`src/rtl/sys_result_drain.sv`:
```
// Result-side drain of the 4x4 systolic array: captures PE sums and saturation flags, tracks run
// completion and serves results/status on the daisy-chained ibus read port. Optional: RESULT_IRQ_EN.
module sys_result_drain #(
  parameter int          N_PE     = 16,
  parameter int          DW       = 16,
  parameter logic [13:0] BASE_ADR = 14'h0C00
) (
  input  logic                 i_clk,
  input  logic                 i_rst,
  input  logic                 i_start,
  input  logic [N_PE-1:0]      i_sw,
  input  logic [N_PE*DW-1:0]   i_s_out_flat,
  input  logic [N_PE-1:0]      i_sat,
  input  logic                 i_ibus_ren,
  input  logic [13:0]          i_ibus_radr,
  input  logic [15:0]          i_ibus_rdata_in,
  output logic [15:0]          o_ibus_rdata,
  output logic                 o_done,
  output logic                 o_irq
);

  // state      | meaning
  // ST_IDLE    | after reset, no run started; strobes ignored
  // ST_COLLECT | run in progress, strobes captured
  // ST_DONE    | all N_PE results captured; strobes ignored until next start
  typedef enum logic [1:0] {
    ST_IDLE    = 2'd0,
    ST_COLLECT = 2'd1,
    ST_DONE    = 2'd2
  } state_t;

  state_t            r_state;
  state_t            w_state_nxt;
  logic [DW-1:0]     r_res [N_PE];
  logic [N_PE-1:0]   r_valid;
  logic [N_PE-1:0]   r_satm;
  logic              r_overrun;
  logic [15:0]       r_rdata;

  logic              w_all_valid;
  logic [N_PE-1:0]   w_cap_mask;
  logic [4:0]        w_off;
  logic              w_hit;
  logic [15:0]       w_rd_sel;

  assign w_all_valid = &r_valid;

  always_comb begin
    w_state_nxt = r_state;
    case (r_state)
      ST_IDLE: begin
        if (i_start) w_state_nxt = ST_COLLECT;
      end
      ST_COLLECT: begin
        // start restarts the run and takes precedence over completion
        if (i_start)          w_state_nxt = ST_COLLECT;
        else if (w_all_valid) w_state_nxt = ST_DONE;
      end
      ST_DONE: begin
        if (i_start) w_state_nxt = ST_COLLECT;
      end
      default: w_state_nxt = ST_IDLE;
    endcase
  end

  assign w_cap_mask = ((r_state == ST_COLLECT) && !i_start) ? i_sw : '0;

  always_ff @(posedge i_clk) begin
    if (i_rst) begin
      r_state   <= ST_IDLE;
      r_valid   <= '0;
      r_satm    <= '0;
      r_overrun <= 1'b0;
    end else begin
      r_state <= w_state_nxt;
      if (i_start) begin
        r_valid   <= '0;
        r_satm    <= '0;
        r_overrun <= 1'b0;
      end else begin
        for (int i = 0; i < N_PE; i++) begin
          if (w_cap_mask[i]) begin
            r_valid[i] <= 1'b1;
            r_satm[i]  <= i_sat[i];
          end
        end
        if (|(w_cap_mask & r_valid)) r_overrun <= 1'b1;
      end
    end
  end

  // Result registers survive start so the previous run stays readable until overwritten.
  always_ff @(posedge i_clk) begin
    if (i_rst) begin
      for (int i = 0; i < N_PE; i++) r_res[i] <= '0;
    end else begin
      for (int i = 0; i < N_PE; i++) begin
        if (w_cap_mask[i]) r_res[i] <= i_s_out_flat[i*DW +: DW];
      end
    end
  end

  assign w_off = i_ibus_radr[4:0];
  assign w_hit = i_ibus_ren && (i_ibus_radr[13:5] == BASE_ADR[13:5]) && (w_off <= 5'd18);

  always_comb begin
    w_rd_sel = 16'h0000;
    if (w_off < 5'd16) begin
      w_rd_sel = r_res[w_off[3:0]];
    end else begin
      case (w_off)
        5'd16:   w_rd_sel = r_valid;
        5'd17:   w_rd_sel = r_satm;
        5'd18:   w_rd_sel = {13'b0, r_overrun, r_state};
        default: w_rd_sel = 16'h0000;
      endcase
    end
  end

  always_ff @(posedge i_clk) begin
    if (i_rst) r_rdata <= 16'h0000;
    else       r_rdata <= w_hit ? w_rd_sel : i_ibus_rdata_in;
  end

  assign o_ibus_rdata = r_rdata;
  assign o_done       = (r_state == ST_DONE);

`ifdef RESULT_IRQ_EN
  logic r_irq;

  always_ff @(posedge i_clk) begin
    if (i_rst) r_irq <= 1'b0;
    else       r_irq <= (r_state == ST_COLLECT) && (w_state_nxt == ST_DONE);
  end

  assign o_irq = r_irq;
`else
  assign o_irq = 1'b0;
`endif

endmodule

```
`config.mk`:
```
export PLATFORM = sky130hd
export DESIGN_NAME = sys_result_drain
export DESIGN_NICKNAME = d
export VERILOG_FILES = /design/src/rtl/sys_result_drain.sv
export SDC_FILE = /design/constraint.sdc
export NUM_CORES = 1
export LEC_CHECK = 0
export CAP_MARGIN = 20
export CORE_MARGIN = 1.5
export CORE_UTILIZATION = 26
export DETAILED_ROUTE_END_ITERATION = 8
export GPL_TIMING_DRIVEN = 0
export MAX_ROUTING_LAYER = met4
export PLACE_DENSITY = 0.47
export SLEW_MARGIN = 20
export SYNTH_ARGS = -nofsm -noshare
export SYNTH_HDL_FRONTEND = slang
export SYNTH_SLANG_ARGS = --single-unit
export TNS_END_PERCENT = 50
```
`constraint.sdc`:
```
create_clock -name i_clk -period 5.36 [get_ports i_clk]
set_input_delay 1.072 -clock i_clk [delete_from_list [all_inputs] [get_ports i_clk]]
set_output_delay 1.072 -clock i_clk [all_outputs]
set_load 0.02 [all_outputs]
```
* After elaboration in Yosys (flattened, before gate mapping)
Memory sizes are Yosys's and may differ from the RTL's.
Index checks and enable logic that the tools add are counted.
** Operators by class
- Add/sub/neg operators :: 0
- Multiply operators :: 0
- Div/mod/pow operators :: 0
- Order comparisons :: 2
- Eq/ne operators :: 8
- Shift operators :: 0
- Multiplexer cells :: 74
- Bitwise gates (word level) :: 17
- Reduce and logical (&&, ||, !) cells :: 10
** Operator list (count)
- two-way mux 16 bit :: 19
- two-way mux 1 bit :: 50
- one-hot mux 16 bit (3 select lines) :: 1
- bitwise AND 16 bit :: 1
- bitwise OR 1 bit :: 16
- AND reduction 16 bit :: 1
- OR reduction 16 bit :: 1
- == test 5 bit, second input constant :: 3
- == test 9 x 7 -> 1 bit, second input constant :: 1
- two-way mux 2 bit :: 3
- <= comparator 5 bit, second input constant :: 1
- < comparator 5 bit, second input constant :: 1
- one-hot mux 2 bit (2 select lines) :: 1
- OR reduction 2 bit :: 2
- logical AND 1 bit :: 3
- inequality test 3 bit, second input constant :: 1
- == test 2 x 1 -> 1 bit, second input constant :: 1
- == test 2 bit, second input constant :: 1
- zero test 2 bit :: 1
- inequality test 2 x 1 -> 1 bit, second input constant :: 1
- AND reduction 2 bit :: 1
- zero test 1 bit :: 1
** Storage, ports and cells
- Bits in registers :: 51
- Bits in latches :: 0
- Memory bits (writable) :: 256
- Bits in read-only memories :: 0
- Input port bits :: 322
- Output and inout bits :: 18
- Memories kept :: 1
** Memories
- r_res :: depth 16, bits a word 16, read ports 1, clocked after Yosys merged registers in 0, write ports 16, RTL line 34 : logic [DW-1:0] r_res [N_PE];

* Longest topological paths before layout
- Word-level depth :: 7
- Mapped depth :: 8
- Depth with buffers taken out :: 5

* Worst setup path after synthesis
OpenSTA, ideal clock, no wires.
- Path kind :: input to register
- From :: input i_start
- To :: memory r_res[0][0], data pin
- Arrival time :: 2.351 ns
- Path slack :: 2.876 ns
- Cell stages on the path :: 6
- Path through :: or2_2 clkbuf_1 nor2_1 buf_2 clkbuf_1 and3_1
** RTL lines
- start, declared :: RTL line 10 : input logic i_start,
- end, declared :: RTL line 34

* Final worst setup path
- From :: input i_ibus_radr[1]
- To :: register r_rdata[2], in the netlist o_ibus_rdata[2]
** On the way
- Longest elaborated chain between the ends :: 4
- Elaborated cells on any way between the ends :: 10
- Those cells by class :: order compare (2); eq/ne (3); mux (3); reduce/logical (1); memory (1)
** RTL lines
- start, declared :: RTL line 15 : input logic [13:0] i_ibus_radr,
- parallel branches: the longest is 3 deep, another holds memory (16 x 16 bit)
- two-way mux 16 bit * :: RTL line 122 : else r_rdata <= w_hit ? w_rd_sel : i_ibus_rdata_in;
- end signal, assigned :: RTL line 122
- end, declared :: RTL line 38 : logic [15:0] r_rdata;
Every way passes the cells marked *.
A chain may end at the register's enable or synchronous reset.

==> key figures <==
Run status
  – Status: finished clean

Layout
  – Most frequent cells in the layout: clkdlybuf4s50_1 (337), edfxtp_1 (256), and3_1 (160)
  – Most common cell after layout, fill and taps aside: clkdlybuf4s50_1
  – Fillers: approximately 5,200
  – Area of the multi-input gates: approximately 4900 um^2
  – Fin nets: between 1,500 and 2,000
  – Register area: a little under 9000 um^2
  – Layout area overhead: 38.6%
  – Layout cells sized above 1: 7.32%
  – Final core occ: 36.4%

Timing
  – Setup Viol. Count Final: 0
  – Tcrit/Tclk final: 65.0%
  – Maximum operating frequency: around 290 MHz
  – Final Max Slew Viols: 0
  – Unrepaired setup endpoints after global routing: false
  – Setup Skew: about 30 ps
  – Slew headroom: 29.3%
  – Setup TNS: 0 ps
  – Tightest Pin Transition: ~1100 ps
  – Final Hold Violating Endpoints: 0
  – Min Tclk post-route: around 3500 ps

Routing
  – Iteration-0 DRC Markers: approximately 830
  – DR WL/cell: approximately 27 um
  – Routed wire length: ~59,000 um
  – DRT Pass-1 Iters: 5
  – Vias: 10,705
  – DRT antenna net count: 0
  – Routed vias/inst: between 4 and 5
  – # DRC: 0

Setup path
  – Slowest cell delay on critical path: roughly 540 ps
  – Crit path capture type: flop
  – Crit path cell chain: clkdlybuf4s50_1 -> buf_4 -> buf_2 -> mux2i_1 -> a22o_1 -> a221oi_1 -> o2111ai_1 -> a21oi_1
  – Crit path required time: ~5800 ps
  – Worst setup SP type: input port
  – Slowest CP cell: a221oi_1
  – FF-to-FF setup slack: between 2000 and 3000 ps
  – Critical path class: in -> reg
  – Worst EP arrival: just under 4000 ps
  – Worst-path fanout max: 10

Synthesis
  – Netlist cell types: 49
  – Sequential-to-total area share from yosys stat: about three fifths
  – Ys flop type: edfxtp_1
  – Cell area after synthesis: about 14,000 um^2
  – Syn_area_per_cell: about 13 um^2
  – Post-synth EDFFs: around 260
  – Yosys warns: 0
  – Syn nets: 1,407
  – Yosys reg bits: between 300 and 400
  – Mapped Cells: about 1,100
  – Async S/R FF share, synth: 0%

Clock tree
  – Clock Tree Buf Depth: 3
  – Clk sinks: approximately 310
  – # resized after CTS: 0
  – CTS tree: yes
  – Clock transition at path regs: about 70 ps
  – Clk root buf: clkbuf_16
  – H-tree depth: 2
  – Postcts setup bufs: 0
  – CTS Hold Bufs: 0
  – CTS Buf Count: 37
  – Clk_lat worst skew: roughly 570 ps

Floorplan
  – Die Wd: around 240 um
  – CORE AREA: 53,700 um^2
  – Row count: 85
  – Io pins: 340
  – Initial Util: roughly a quarter
  – Die ar.: about 56,000 um^2
  – Die height: about 240 um

Global routing
  – All-layer global routing usage: a little over a fifth
  – Grt ovf: 0
  – Pin count of the biggest net entering global routing: 17
  – Vias in the first global route: about 11,000
  – First-pass GRT wire length: slightly above 80,000 um
  – Initial antenna violation count: 8

Power and ir drop
  – Clk pwr share: 41.5%
  – Maximum VDD drop: slightly below 0.0002 V
  – Pleak: ~7.6 nW
  – Internal power: approximately 4.6 mW
  – Net Sw Frac: 24.4%
  – Comb power frac: around an eighth
  – PD cells: approximately 310 nW/um^2
  – Sequential power share: between 40% and 50%
  – Switching power: approximately 1.5 mW

Hold path
  – Hold Crit Class: reg -> reg

Placed design
  – Post-DP HPWL: approximately 44,000 um
  – IO buf count: 337
  – Placer congestion estimate: about 0.86

Run
  – Max-cap violations: 0
==> registers in the layout, summed over array words and instances, names as in the netlist <==
name,count
r_overrun,1
r_valid,16
r_satm,16
r_res,256
r_state,2
o_ibus_rdata,16
==> metrics by stage <==
stage	std cells	worst slack [ps]	power [mW]	area, um^2	hold WS [ps]
after CTS	2186	1950	6.10	19600	463
final	2194	1880	6.04	19600	465
after detailed placement	2118	1400	3.59	18400	454
after global routing	2194	1870	6.23	19600	486
after global placement	2118	1360	3.58	18400	447
after floorplan	1085	2880	3.10	14100	436
==> layout make-up <==
cell class	instances	share of cell area (%)
timing repair buffer	337	17.2
sequential	307	44.5
buffer	98	2.51
clock inverter	18	0.914
multi-input combinational	678	25.1
inverter	2	0.0383
antenna	8	0.102
clock buffer	50	5.15
tap	696	4.45
==> metal layers <==
metal,track usage [%],up-vias,share of wire (%)
met2,34.3,362,47
met3,4.38,61,5.8
li1,-,4892,-
met4,5.42,0,2.2
met5,-,-,0
met1,27.6,5390,45
==> synth_stat cells, types with 2 or more instances <==
library cell / n / share of area (%)
edfxtp_1: 256 / 54
and3_1: 160 / 7.1
nor2b_1: 112 / 5.0
mux2i_1: 75 / 5.3
clkbuf_1: 66 / 1.8
a21oi_1: 57 / 2.0
dfxtp_1: 51 / 7.2
nand2_1: 48 / 1.3
a22oi_1: 27 / 1.4
nor2_1: 27 / 0.72
nand3_1: 21 / 0.74
nand2b_1: 19 / 0.84
buf_2: 14 / 0.50
mux4_1: 13 / 2.4
a22o_1: 12 / 0.74
mux4_2: 12 / 1.9
a211oi_1: 11 / 0.58
mux2_2: 10 / 0.80
nor3_1: 10 / 0.35
o22ai_1: 10 / 0.44
a211o_1: 9 / 0.56
a221oi_1: 8 / 0.50
buf_4: 8 / 0.43
nand4_1: 6 / 0.27
a2111o_1: 4 / 0.32
buf_6: 4 / 0.32
nor4_1: 4 / 0.18
o2111ai_1: 3 / 0.19
a21o_1: 2 / 0.11
buf_12: 2 / 0.28
inv_1: 2 / 0.053
nand4b_1: 2 / 0.12
o211ai_1: 2 / 0.11
o2bb2ai_1: 2 / 0.12
or2_2: 2 / 0.089
==> power groups by stage <==
stage                     sequential [mW]  combinational (mW)  clock [mW]
final                                2.76               0.771        2.51
after global routing                 2.77               0.812        2.65
after CTS                            2.76               0.779        2.56
after detailed placement             2.81               0.776           0
after global placement               2.81               0.776           0
after floorplan                      2.80               0.297           0
==> worst paths after layout <==
kind | startpoint | end | cells past startpoint
max | i_ibus_radr[1] | o_ibus_rdata[2] | 8
min | r_satm[15] | r_satm[15] | 2
max reg2reg | r_state[0] | r_res[1][6] | 5
min reg2reg | r_satm[15] | r_satm[15] | 2
==> logic make-up (layout without fill, tap and decap cells) <==
family | Yosys count | after routing | synth area share (%)
buffers and inverters | 100 | 505 | 3.53
flip-flops | 307 | 307 | 61.7
other | 1 | 9 | 0.0265
AND/OR/NAND/NOR | 419 | 419 | 17.2
multiplexers | 110 | 110 | 10.4
AO/OA/AOI/OAI | 148 | 148 | 7.18
==> worst max-delay path: cells and delay by family <==
family / cells / cell delay [ps]
buf+inv: 3 / 1280
compound gates: 4 / 1430
mux: 1 / 160
(Power assumes the default switching activity.)
